<file path="src/rtl/dbus_cbus_bridge.sv">
// dbus_cbus_bridge: turns one DBus request into a single-beat CBus transaction.
// Ports: clk, reset_n, dreq/dresp (CPU side), creq/cresp (memory side), bus_error.
package dbus_cbus_pkg;

  typedef logic [63:0] addr_t;
  typedef logic [63:0] word_t;
  typedef logic [7:0]  strobe_t;

  typedef enum logic [2:0] {
    MSIZE1 = 3'd0,
    MSIZE2 = 3'd1,
    MSIZE4 = 3'd2,
    MSIZE8 = 3'd3
  } msize_t;

  typedef enum logic [7:0] {
    MLEN1  = 8'd0,
    MLEN2  = 8'd1,
    MLEN4  = 8'd3,
    MLEN8  = 8'd7,
    MLEN16 = 8'd15
  } mlen_t;

  typedef enum logic [1:0] {
    AXI_BURST_FIXED = 2'd0,
    AXI_BURST_INCR  = 2'd1,
    AXI_BURST_WRAP  = 2'd2
  } axi_burst_t;

  typedef struct packed {
    logic    valid;
    addr_t   addr;
    msize_t  size;
    strobe_t strobe;
    word_t   data;
  } dbus_req_t;

  typedef struct packed {
    logic  addr_ok;
    logic  data_ok;
    word_t data;
  } dbus_resp_t;

  typedef struct packed {
    logic       valid;
    logic       is_write;
    msize_t     size;
    addr_t      addr;
    strobe_t    strobe;
    word_t      data;
    mlen_t      len;
    axi_burst_t burst;
  } cbus_req_t;

  typedef struct packed {
    logic  ready;
    logic  last;
    word_t data;
  } cbus_resp_t;

endpackage

module dbus_cbus_bridge
  import dbus_cbus_pkg::*;
#(
  parameter int unsigned TIMEOUT_CYCLES = 0,
  parameter int unsigned CNT_W          = 16
) (
  input  logic       clk,
  input  logic       reset_n,
  input  dbus_req_t  dreq,
  output dbus_resp_t dresp,
  output cbus_req_t  creq,
  input  cbus_resp_t cresp,
  output logic       bus_error
);

  typedef enum logic [1:0] {
    IDLE  = 2'd0,
    ISSUE = 2'd1,
    RESP  = 2'd2
  } state_t;

  localparam bit WD_EN = (TIMEOUT_CYCLES != 0);

  localparam logic [CNT_W-1:0] CNT_LAST =
    WD_EN ? CNT_W'(TIMEOUT_CYCLES - 1) : '0;

  localparam logic [CNT_W-1:0] CNT_MAX = '1;

  state_t           state;
  logic [CNT_W-1:0] cnt;

  logic beat_done;
  logic expired;

  // Only the closing beat completes; a ready without last is ignored.
  assign beat_done = cresp.ready & cresp.last;
  assign expired   = WD_EN & (cnt == CNT_LAST);

  // creq doubles as the latched request: it is loaded once on
  // acceptance and never follows live dreq while busy.
  always_ff @(posedge clk or negedge reset_n) begin
    if (!reset_n) begin
      state     <= IDLE;
      cnt       <= '0;
      creq      <= '0;
      dresp     <= '0;
      bus_error <= 1'b0;
    end else begin
      unique case (state)
        IDLE: begin
          dresp     <= '0;
          bus_error <= 1'b0;
          if (dreq.valid) begin
            creq <= '{
              valid:    1'b1,
              is_write: |dreq.strobe,
              size:     dreq.size,
              addr:     dreq.addr,
              strobe:   dreq.strobe,
              data:     dreq.data,
              len:      MLEN1,
              burst:    AXI_BURST_FIXED
            };
            cnt   <= '0;
            state <= ISSUE;
          end
        end

        ISSUE: begin
          if (cnt != CNT_MAX) begin
            cnt <= cnt + 1'b1;
          end
          if (beat_done) begin
            creq  <= '0;
            dresp <= '{
              addr_ok: 1'b1,
              data_ok: 1'b1,
              data:    creq.is_write ? '0 : cresp.data
            };
            bus_error <= 1'b0;
            state     <= RESP;
          end else if (expired) begin
            // Abandon the access; a late response is never consumed.
            creq      <= '0;
            dresp     <= '{addr_ok: 1'b1, data_ok: 1'b1, data: '0};
            bus_error <= 1'b1;
            state     <= RESP;
          end
        end

        RESP: begin
          // dreq is still up for the finished request; not relatched.
          dresp     <= '0;
          bus_error <= 1'b0;
          state     <= IDLE;
        end

        default: begin
          creq      <= '0;
          dresp     <= '0;
          bus_error <= 1'b0;
          state     <= IDLE;
        end
      endcase
    end
  end

endmodule
</file>
<file path="config.mk">
export PLATFORM = sky130hd
export DESIGN_NAME = dbus_cbus_bridge
export DESIGN_NICKNAME = d
export VERILOG_FILES = /design/src/rtl/dbus_cbus_bridge.sv
export SDC_FILE = /design/constraint.sdc
export NUM_CORES = 1
export LEC_CHECK = 0
export BUFFER_PORTS_ARGS = -buffer_cell sky130_fd_sc_hd__buf_2
export CORE_AREA = 2 2 164 166
export DETAILED_ROUTE_END_ITERATION = 8
export DIE_AREA = 0 0 166 168
export PLACE_DENSITY = 0.57
export RECOVER_POWER = 100
export SLEW_MARGIN = 25
export SYNTH_ARGS = -nofsm -noshare
export SYNTH_HDL_FRONTEND = slang
export SYNTH_SLANG_ARGS = --single-unit
</file>
<file path="constraint.sdc">
create_clock -name clk -period 1.9 [get_ports clk]
set_input_delay 0.095 -clock clk [delete_from_list [all_inputs] [get_ports clk]]
set_output_delay 0.095 -clock clk [all_outputs]
set_load 0.1 [all_outputs]
</file>
==> impl_metrics.toml <==
[outcome]
status = "complete, no violations"

[run]
maxCapViolations = 0

[clock_tree]
clk_latency_ns = 0.50
post_cts.repair.setup_buffers = 0
cts_sinks = 208
cts_root_buf = "clkbuf_16"
cts_max_path_buffers = 3
clk_pin_slew_ns = 0.06
cts_tree = "built"
cts_max_level = 1
cts_buffers = 23

[global_routing]
grt_pass1_wl_microns = 38960
first_global_vias = 7062
overflow = 0
grtUsageMet1 = 0.2212
use_met3 = 0.03926
met2_usage = 0.2852
grtUsageTotal = 0.1720
grt_start_max_net_pins = 65
antenna_found_initial = 1
top_usage_layer = "met2"

[timing]
setup_ws_ns = 0.1955
period_needed_ns = 1.705
slew_headroom = 0.01660
tightest_slew_ns = 1.475
final.period_utilization = 0.8971
fin_worst_skew_ns = 0.02283
hold_viol = 0
clock.fmax_mhz = 586.7
tns_ns = 0
setup_viol = 0
rsz0062_at_grt = "no"
maxSlewViolCount = 0

[cells_and_area]
final_layout_size_suffix_gt1_frac = 0.4190
fillers = 2264
areaGrowthSynthToFinish_pct = 70.81
final_nets = 1319

[floorplan]
initial_core_util = 0.2839
die_x_microns = 166
rows = 60
die_height_microns = 168
die_area_sq_mm = 0.02789
core-area_sq_mm = 0.02635
io_pins = 426

[logic_synthesis]
synth-seq-area-share = 0.6959
syn_area_per_cell_sq_um = 15.33
synthesis.instances = 488
synth.distinct_cells = 19
syn_area_sq_mm = 0.007480
ys_ff_latch = 208
synth_warnings = 0

[setup_path]
cp_data_required_time_ns = 2.32
path_class = "reg2reg"
worst-path-max-fanout = 59
crit_path_end_kind = "flop"
cp-start-kind = "flop"
cp.arrival_ns = 2.12

[worst_hold_path]
holdCritPathClass = "in2reg"

[detailed_routing]
remaining_drc_errors = 0
route.detailed.vias_per_inst = 4.627
vias = 6783
antenna_left = 0
wire_per_inst_microns = 17.08
wl_microns = 25040
drtPass1Iterations = 4
drt-initial-drc-count = 464

[place]
io_buffer_count = 414
place_congestion = 0.7801
preCtsSetupSlack_ns = 0.2938
dp_hpwl_microns = 16200
## cells in the final DEF (no fill, tap or decap), types with 3 or more instances in the layout
cell	Yosys	routed
buf_4	23	3
a22o_1	204	204
dfrtp_1	208	208
dlygate4sd3_1	0	206
buf_2	21	206
clkbuf_8	0	5
clkbuf_2	0	213
clkbuf_16	0	23
nor2_1	4	3
buf_12	0	12
clkinv_2	0	3
conb_1	1	11
clkbuf_1	6	9
## cell type report
class / instances / area (sq um) / area share
Tap cell: 341 / 426.7 / 0.03340
Sequential cell: 208 / 5205 / 0.4074
Clock inverter: 5 / 75.07 / 0.005876
Clock buffer: 33 / 663.1 / 0.05190
Inverter: 1 / 3.754 / 0.0002938
Antenna cell: 1 / 2.502 / 0.0001959
Timing Repair Buffer: 644 / 4437 / 0.3473
Multi-Input combinational cell: 233 / 1963 / 0.1537
## cells by family after synthesis
group,Yosys count,share of synthesized area
AOI/OAI and AO/OA,207,0.2421
DFF,208,0.6959
and+or+nand+nor,15,0.01188
other,1,0.0005014
buffers and inverters,57,0.04968
## what timing repair did
item	in CTS	in global routing
resized for setup	0	0
endpoints found under the hold margin	330	0
hold buffers	206	0
## synth_stat cells, drive strengths merged
master  number  share of area
a21oi        1        0.00067
a22o       204           0.24
and2         1        0.00084
buf         50          0.046
clkbuf       6         0.0030
conb         1        0.00050
dfrtp      208           0.70
inv          1        0.00050
nand2        2         0.0010
nand2b       1        0.00084
nor2         4         0.0020
nor2b        3         0.0025
nor3         1         0.0022
nor4         2         0.0017
o22ai        2         0.0025
or2          1        0.00084
## through the flow
stage / area (sq um) / hold slack [ns] / cells / utilization
6_report: 12780 / 0.08529 / 1466 / 0.4849
4_1_cts: 12810 / 0.05787 / 1465 / 0.4861
2_1_floorplan: 7517 / -0.2006 / 498 / -
3_3_place_gp: 10010 / 0.1059 / 1221 / 0.3799
3_5_place_dp: 10010 / 0.1082 / 1221 / 0.3799
5_1_grt: 12780 / 0.1068 / 1466 / 0.4849
## worst max-delay path, cell delays in order, from the launching register on
cell      delay (ns)
dfrtp_1         0.42
nand2b_1        0.22
clkbuf_1        0.21
nor2_4          0.24
buf_12          0.28
a22o_1          0.20
## metal layers
metal | wire (microns) | vias to the layer above
met3 | 1772 | 53
met2 | 12120 | 318
met4 | 803 | 0
met5 | 0 | -
li1 | - | 3091
met1 | 10350 | 3321
## final timing paths
kind,startpoint,endpoint,slack [ns],cells past startpoint
min in group asynchronous,reset_n,dresp[35],0.51,2
min reg2reg,creq[45],creq[45],0.49,1
max,state[1],dresp[0],0.20,5
max in group asynchronous,reset_n,dresp[21],0.40,3
max reg2reg,state[1],dresp[0],0.20,5
min,cresp[65],creq[150],0.09,4
## sequential cells by signal, summed over array words and instances, names as in the netlist
| name | flops |
|---|---|
| dresp | 65 |
| creq | 141 |
| state | 2 |
Power is not shown: default switching activity piles up to over one toggle a cycle in this logic, so the estimate is an artifact.
